<file path="config.mk">
export PLATFORM = sky130hd
export DESIGN_NAME = pipelined_carry_select_adder_flat
export DESIGN_NICKNAME = d
export VERILOG_FILES = /design/src/rtl/pipelined_carry_select_adder_if.sv /design/src/rtl/pipelined_carry_select_adder.sv /design/src/flat_wrapper.sv
export SDC_FILE = /design/constraint.sdc
export NUM_CORES = 1
export LEC_CHECK = 0
export ABC_AREA = 1
export BUFFER_PORTS_ARGS = -buffer_cell sky130_fd_sc_hd__buf_2
export CORE_UTILIZATION = 55
export CTS_CLUSTER_DIAMETER = 40
export DETAILED_ROUTE_END_ITERATION = 12
export GPL_ROUTABILITY_DRIVEN = 0
export PLACE_DENSITY = 0.76
export SLEW_MARGIN = 20
export SYNTH_ARGS = -nofsm -noshare
export SYNTH_HDL_FRONTEND = slang
export SYNTH_SLANG_ARGS = --single-unit
</file>
<file path="constraint.sdc">
create_clock -name clk -period 5.5 [get_ports clk]
set_input_delay 0.825 -clock clk [delete_from_list [all_inputs] [get_ports clk]]
set_output_delay 0.825 -clock clk [all_outputs]
set_load 0.03 [all_outputs]
</file>
<file path="src/rtl/pipelined_carry_select_adder_if.sv">
// Streaming valid/ready bundle for pipelined_carry_select_adder; ovf exists only when CSA_OVERFLOW_EN is defined.
interface pipelined_carry_select_adder_if #(
  parameter int WIDTH = 16
) ();
  logic             in_valid;
  logic             in_ready;
  logic [WIDTH-1:0] a;
  logic [WIDTH-1:0] b;
  logic             cin;
  logic             out_valid;
  logic             out_ready;
  logic [WIDTH-1:0] sum;
  logic             cout;
`ifdef CSA_OVERFLOW_EN
  logic             ovf;
`endif

  modport master (
    output in_valid, a, b, cin, out_ready,
    input  in_ready, out_valid, sum, cout
`ifdef CSA_OVERFLOW_EN
    , input ovf
`endif
  );

  modport slave (
    input  in_valid, a, b, cin, out_ready,
    output in_ready, out_valid, sum, cout
`ifdef CSA_OVERFLOW_EN
    , output ovf
`endif
  );
endinterface

</file>
<file path="src/rtl/pipelined_carry_select_adder.sv">
// Pipelined carry-select adder, one register stage per BLK_PER_STAGE blocks, valid/ready on both sides.
// Define CSA_OVERFLOW_EN to add the signed-overflow output ovf.
module pipelined_carry_select_adder #(
  parameter int WIDTH         = 16,
  parameter int BLOCK         = 4,
  parameter int BLK_PER_STAGE = 1
) (
  input logic                          clk,
  input logic                          rst_n,
  pipelined_carry_select_adder_if.slave link
);
  localparam int NUM_BLK = WIDTH / BLOCK;
  localparam int STAGES  = NUM_BLK / BLK_PER_STAGE;
  localparam int SPAN    = BLK_PER_STAGE * BLOCK;

  if ((WIDTH % BLOCK) != 0 || (NUM_BLK % BLK_PER_STAGE) != 0) begin : g_param_check
    $error("pipelined_carry_select_adder: WIDTH/BLOCK/BLK_PER_STAGE divisibility violated");
  end

  genvar gi, gk;
  for (gi = 0; gi < STAGES; gi++) begin : g_stage
    localparam int LO = gi * SPAN;
    localparam int RW = WIDTH - LO;

    logic                 src_valid;
    logic                 src_c;
    logic [RW-1:0]        src_a;
    logic [RW-1:0]        src_b;
    logic [SPAN-1:0]      part;
    logic [LO+SPAN-1:0]   sum_next;
    logic [LO+SPAN-1:0]   sum_reg;
    logic                 valid_reg;
    logic                 c_reg;
    logic                 load;

    if (gi == 0) begin : g_src
      assign src_valid = link.in_valid;
      assign src_c     = link.cin;
      assign src_a     = link.a;
      assign src_b     = link.b;
      assign sum_next  = part;
    end else begin : g_src
      assign src_valid = g_stage[gi-1].valid_reg;
      assign src_c     = g_stage[gi-1].c_reg;
      assign src_a     = g_stage[gi-1].g_fwd.a_reg;
      assign src_b     = g_stage[gi-1].g_fwd.b_reg;
      assign sum_next  = {part, g_stage[gi-1].sum_reg};
    end

    // Combinational ready chain: a stage may load if empty or if its contents move on this edge.
    if (gi == STAGES - 1) begin : g_load
      assign load = !valid_reg || link.out_ready;
    end else begin : g_load
      assign load = !valid_reg || g_stage[gi+1].load;
    end

    for (gk = 0; gk < BLK_PER_STAGE; gk++) begin : g_blk
      localparam int BO = gk * BLOCK;
      logic             c_in;
      logic             c_out;
      logic [BLOCK-1:0] s_out;

      if (gk == 0) begin : g_cin
        assign c_in = src_c;
      end else begin : g_cin
        assign c_in = g_blk[gk-1].c_out;
      end

      if (gi == 0 && gk == 0) begin : g_ripple
        assign {c_out, s_out} = {1'b0, src_a[BO +: BLOCK]} + {1'b0, src_b[BO +: BLOCK]}
                              + {{BLOCK{1'b0}}, c_in};
      end else begin : g_select
        logic [BLOCK:0] pre0;
        logic [BLOCK:0] pre1;
        assign pre0 = {1'b0, src_a[BO +: BLOCK]} + {1'b0, src_b[BO +: BLOCK]};
        assign pre1 = {1'b0, src_a[BO +: BLOCK]} + {1'b0, src_b[BO +: BLOCK]} + (BLOCK+1)'(1);
        assign {c_out, s_out} = c_in ? pre1 : pre0;
      end

      assign part[BO +: BLOCK] = s_out;
    end

    always_ff @(posedge clk or negedge rst_n) begin
      if (!rst_n) begin
        valid_reg <= 1'b0;
        c_reg     <= 1'b0;
        sum_reg   <= '0;
      end else if (load) begin
        valid_reg <= src_valid;
        c_reg     <= g_blk[BLK_PER_STAGE-1].c_out;
        sum_reg   <= sum_next;
      end
    end

    // Only the operand bits not yet consumed travel on to the next stage.
    if (gi < STAGES - 1) begin : g_fwd
      logic [RW-SPAN-1:0] a_reg;
      logic [RW-SPAN-1:0] b_reg;
      always_ff @(posedge clk or negedge rst_n) begin
        if (!rst_n) begin
          a_reg <= '0;
          b_reg <= '0;
        end else if (load) begin
          a_reg <= src_a[RW-1:SPAN];
          b_reg <= src_b[RW-1:SPAN];
        end
      end
    end
  end

  assign link.in_ready  = g_stage[0].load;
  assign link.out_valid = g_stage[STAGES-1].valid_reg;
  assign link.sum       = g_stage[STAGES-1].sum_reg;
  assign link.cout      = g_stage[STAGES-1].c_reg;

`ifdef CSA_OVERFLOW_EN
  // Sign bits reach the last stage inside its operand slice, so ovf is registered alongside sum.
  logic ovf_reg;
  logic sign_a;
  logic sign_b;
  logic sign_s;
  assign sign_a = g_stage[STAGES-1].src_a[SPAN-1];
  assign sign_b = g_stage[STAGES-1].src_b[SPAN-1];
  assign sign_s = g_stage[STAGES-1].part[SPAN-1];

  always_ff @(posedge clk or negedge rst_n) begin
    if (!rst_n) begin
      ovf_reg <= 1'b0;
    end else if (g_stage[STAGES-1].load) begin
      ovf_reg <= (sign_a == sign_b) && (sign_s != sign_a);
    end
  end

  assign link.ovf = ovf_reg;
`endif
endmodule

</file>
<file path="src/flat_wrapper.sv">
// flat-port wrapper written by rule: the top's interface ports become plain ports
module pipelined_carry_select_adder_flat 
#(
  parameter int WIDTH         = 16,
  parameter int BLOCK         = 4,
  parameter int BLK_PER_STAGE = 1
)
  (clk, rst_n, link_in_valid, link_a, link_b, link_cin, link_out_ready, link_in_ready, link_out_valid, link_sum, link_cout);
  pipelined_carry_select_adder_if #(.WIDTH(WIDTH)) link_i ();
  input logic clk;
  input logic rst_n;
  input wire logic [$bits(link_i.in_valid)-1:0] link_in_valid;
  input wire logic [$bits(link_i.a)-1:0] link_a;
  input wire logic [$bits(link_i.b)-1:0] link_b;
  input wire logic [$bits(link_i.cin)-1:0] link_cin;
  input wire logic [$bits(link_i.out_ready)-1:0] link_out_ready;
  output wire logic [$bits(link_i.in_ready)-1:0] link_in_ready;
  output wire logic [$bits(link_i.out_valid)-1:0] link_out_valid;
  output wire logic [$bits(link_i.sum)-1:0] link_sum;
  output wire logic [$bits(link_i.cout)-1:0] link_cout;
  assign link_i.in_valid = link_in_valid;
  assign link_i.a = link_a;
  assign link_i.b = link_b;
  assign link_i.cin = link_cin;
  assign link_i.out_ready = link_out_ready;
  assign link_in_ready = link_i.in_ready;
  assign link_out_valid = link_i.out_valid;
  assign link_sum = link_i.sum;
  assign link_cout = link_i.cout;
  pipelined_carry_select_adder #(.WIDTH(WIDTH), .BLOCK(BLOCK), .BLK_PER_STAGE(BLK_PER_STAGE)) u_core (.clk(clk), .rst_n(rst_n), .link(link_i));
endmodule
</file>
==> reports/results.tsv <==
stage	metric	value	unit
grt	antenna_found_initial	0	
synth	syn_inst	516	
synth	synth-seq-cells	96	
clock_network	cts_tree	yes	
cells_and_area	insertedDiodeCount	0	
worst_hold_path	hp-class	in -> async	
worst_setup_path	crit_family	simple AND/OR/NAND/NOR gates	
timing	final-hold-violation-count	0	
synth	synth-edff-count	0	
detailed_routing	drtPass1Iterations	4	
clock_network	cts_made_buffers	9	
floorplanning	die-area	8410	um^2
timing	report.final.slew_viol_count	0	
synth	yosysUniqueCellTypes	26	
clock_network	ctsResizeCount	0	
timing	fin_skew	7.99	ps
worst_setup_path	cp_common_cell	buf_2	
clock_network	cts.sinks	96	
synth	seq_area_frac_synth	54.3	%
detailed_routing	wl_met2	3190	um
cells_and_area	multi_input_area	1700	um^2
clock_network	cts_max_level	3	
timing	worstMarginPinSlew	625	ps
floorplanning	core.rowCount	32	
grt	overflow	0	
outcome	status	finished clean	
detailed_routing	met3WireLength	216	um
flow_run	drv_cap	0	
detailed_routing	drtIter0Drc	130	
clock_network	hold_buffers	0	
detailed_routing	m1WireLength	3910	um
synth	synthTopCellsByCount	nand2_1, dfrtp_1, inv_1	
clock_network	clock_latency	360	ps
synth	synth.avg_cell_area	8.58	um^2
placed_design	post-dp-hpwl	5400	um
detailed_routing	via_per_inst	4.86	
timing	fin_setup_tns	0	ps
synth	synth_fp_nets	576	
clock_network	post_cts_buffers	0	
cells_and_area	layout.nets	626	
worst_setup_path	arrival	3030	ps
cells_and_area	area_delta_synth_final	12.3	%
detailed_routing	highest_layer	met4	
power	p_total	2.08	mW
cells_and_area	seqCellArea	2400	um^2
timing	maxSlewHeadroom	58.2	%
detailed_routing	drc	0	
floorplanning	die_w	91.7	um
synth	synth.largest_area_cell	dfrtp_1	
detailed_routing	vias	3272	
worst_setup_path	crit_path_cell_trace	buf_2 > nor2_4 > nand2_4 > nor2_8 > nand2_2 > buf_2	
synth	yosysMostFrequentCell	nand2_1	
placed_design	pre_cts_ws	1600	ps
floorplanning	die_h	91.7	um
worst_setup_path	cp-start-kind	input pin	
worst_setup_path	worstSetupEndpointType	output port	
timing	period_share	70.1	%
synth	synthArstFlopShare	100	%
timing	finalSetupViolCount	0	
timing	min_period	3860	ps
synth	yosys-top-cells-area	dfrtp_1, nand2_1, o21ai_0, inv_1, ha_1	
synth	yosysWarnings	0	
clock_network	clockRootBuffer	clkbuf_8	
detailed_routing	detail-route-antenna-nets	0	
clock_network	clock_path_buffers	2	
worst_setup_path	worstPathRequired	4680	ps
worst_setup_path	critPathMaxStageDelay	490	ps
placed_design	port_buffers	55	
synth	synth_area	4430	um^2
floorplanning	io_pins	56	
detailed_routing	wl_per_cell	11.1	um
cells_and_area	nFillCells	683	
grt	grt_pass1_vias	3075	
timing	setup_slack	1640	ps
timing	rsz0062_at_grt	false	
grt	grt_max_degree	50	
grt	grt_usage	19.7	%
grt	grt_pass1_wl	13200	um
worst_setup_path	critPathBufInv	2	
worst_setup_path	critical_path_class	in -> out	
power	irDropWorstVdd	174	uV
timing	fmax	259	MHz
detailed_routing	routed_wl	7460	um
floorplanning	start_util	57.0	%
synth	synthFlopType	dfrtp_1	
power	leakagePower	2.71	nW
cells_and_area	drive_gt1_share	14.2	%
floorplanning	core	7770	um^2
power	powerDensity	418	nW/um^2
synth	synth.top_cell.area_share	54.3	%
clock_network	path_clk_slew	100	ps
worst_setup_path	crit_fanout	40	
worst_setup_path	crit_path_top_delay_cell	nor2_4	
-- kinds of logic (layout without fill, tap and decap cells) --
kind of cell,after synthesis,count (layout),share of synthesized area [%]
xor gates and xnor gates,2,2,0.396
AOI/OAI and AO/OA,71,71,8.34
and+or+nand+nor,241,241,22.3
buffers and inverters,83,138,7.35
adders and majority gates,23,23,7.35
DFF,96,96,54.3
-- cell type report --
type / count / share of cell area [%]
Clock buffer: 9 / 2.49
Timing Repair Buffer: 56 / 5.73
Tap cell: 102 / 2.57
Sequential cell: 96 / 48.3
Clock inverter: 7 / 1.76
Multi-Input combinational cell: 337 / 34.2
Inverter: 66 / 4.98
-- final timing paths --
path / from / depth (start not counted) / to / slack (ps)
worst max-delay path: link_out_ready / 6 / link_in_ready / 1640
worst max register to register: u_core.link.out_valid / 7 / u_core.g_stage[0].sum_reg[3] / 2400
max in group asynchronous: rst_n / 2 / u_core.g_stage[0].g_fwd.b_reg[2] / 4030
worst min register to register: u_core.g_stage[0].g_fwd.a_reg[5] / 2 / u_core.g_stage[0].g_fwd.a_reg[5] / 490
worst min-delay path: rst_n / 1 / u_core.link.sum[15] / 450
min in group clk: u_core.g_stage[0].g_fwd.a_reg[5] / 2 / u_core.g_stage[0].g_fwd.a_reg[5] / 490
-- per-stage QoR --
stage          instances  area [um^2]  hold slack [ps]  utilization [%]
2_1_floorplan        516         4430              442                -
3_3_place_gp         657         4760              457             61.3
3_5_place_dp         657         4760              461             61.3
4_1_cts              673         4970              461             64.0
5_1_grt              673         4970              485             64.0
6_report             673         4970              445             64.0
-- cell usage in the layout (no fill, tap or decap) --
master,n
inv_8,2
clkbuf_8,9
inv_2,1
ha_1,18
clkinv_4,2
bufinv_16,1
nor2_4,1
dfrtp_1,96
nand2_1,196
buf_4,2
inv_1,65
nand3_1,21
o21ai_0,55
fa_1,5
or2_2,4
nand3b_1,2
nor2_1,11
nor3_1,1
a21oi_1,10
a31oi_1,1
nand4_1,2
nand2_4,1
inv_6,2
buf_2,54
nand2_2,1
xnor2_1,1
o31ai_1,5
nor2_8,1
xor2_1,1
-- power by group --
part | leakage (nW) | internal (mW) | total [mW] | switching (mW)
Sequential | 1.15 | 0.877 | 0.965 | 0.0876
Combinational | 1.46 | 0.217 | 0.633 | 0.415
Clock | 0.108 | 0.221 | 0.482 | 0.260
Total | 2.71 | 1.32 | 2.08 | 0.763
-- per-layer routing --
| layer | up-vias | GRT usage [%] |
|---|---|---|
| met3 | 15 | 3.48 |
| li1 | 1708 | - |
| met5 | - | 0 |
| met1 | 1490 | 28.4 |
| met4 | 0 | 8.98 |
| met2 | 59 | 29.4 |
No activity file was read; power rests on OpenSTA's default activity.
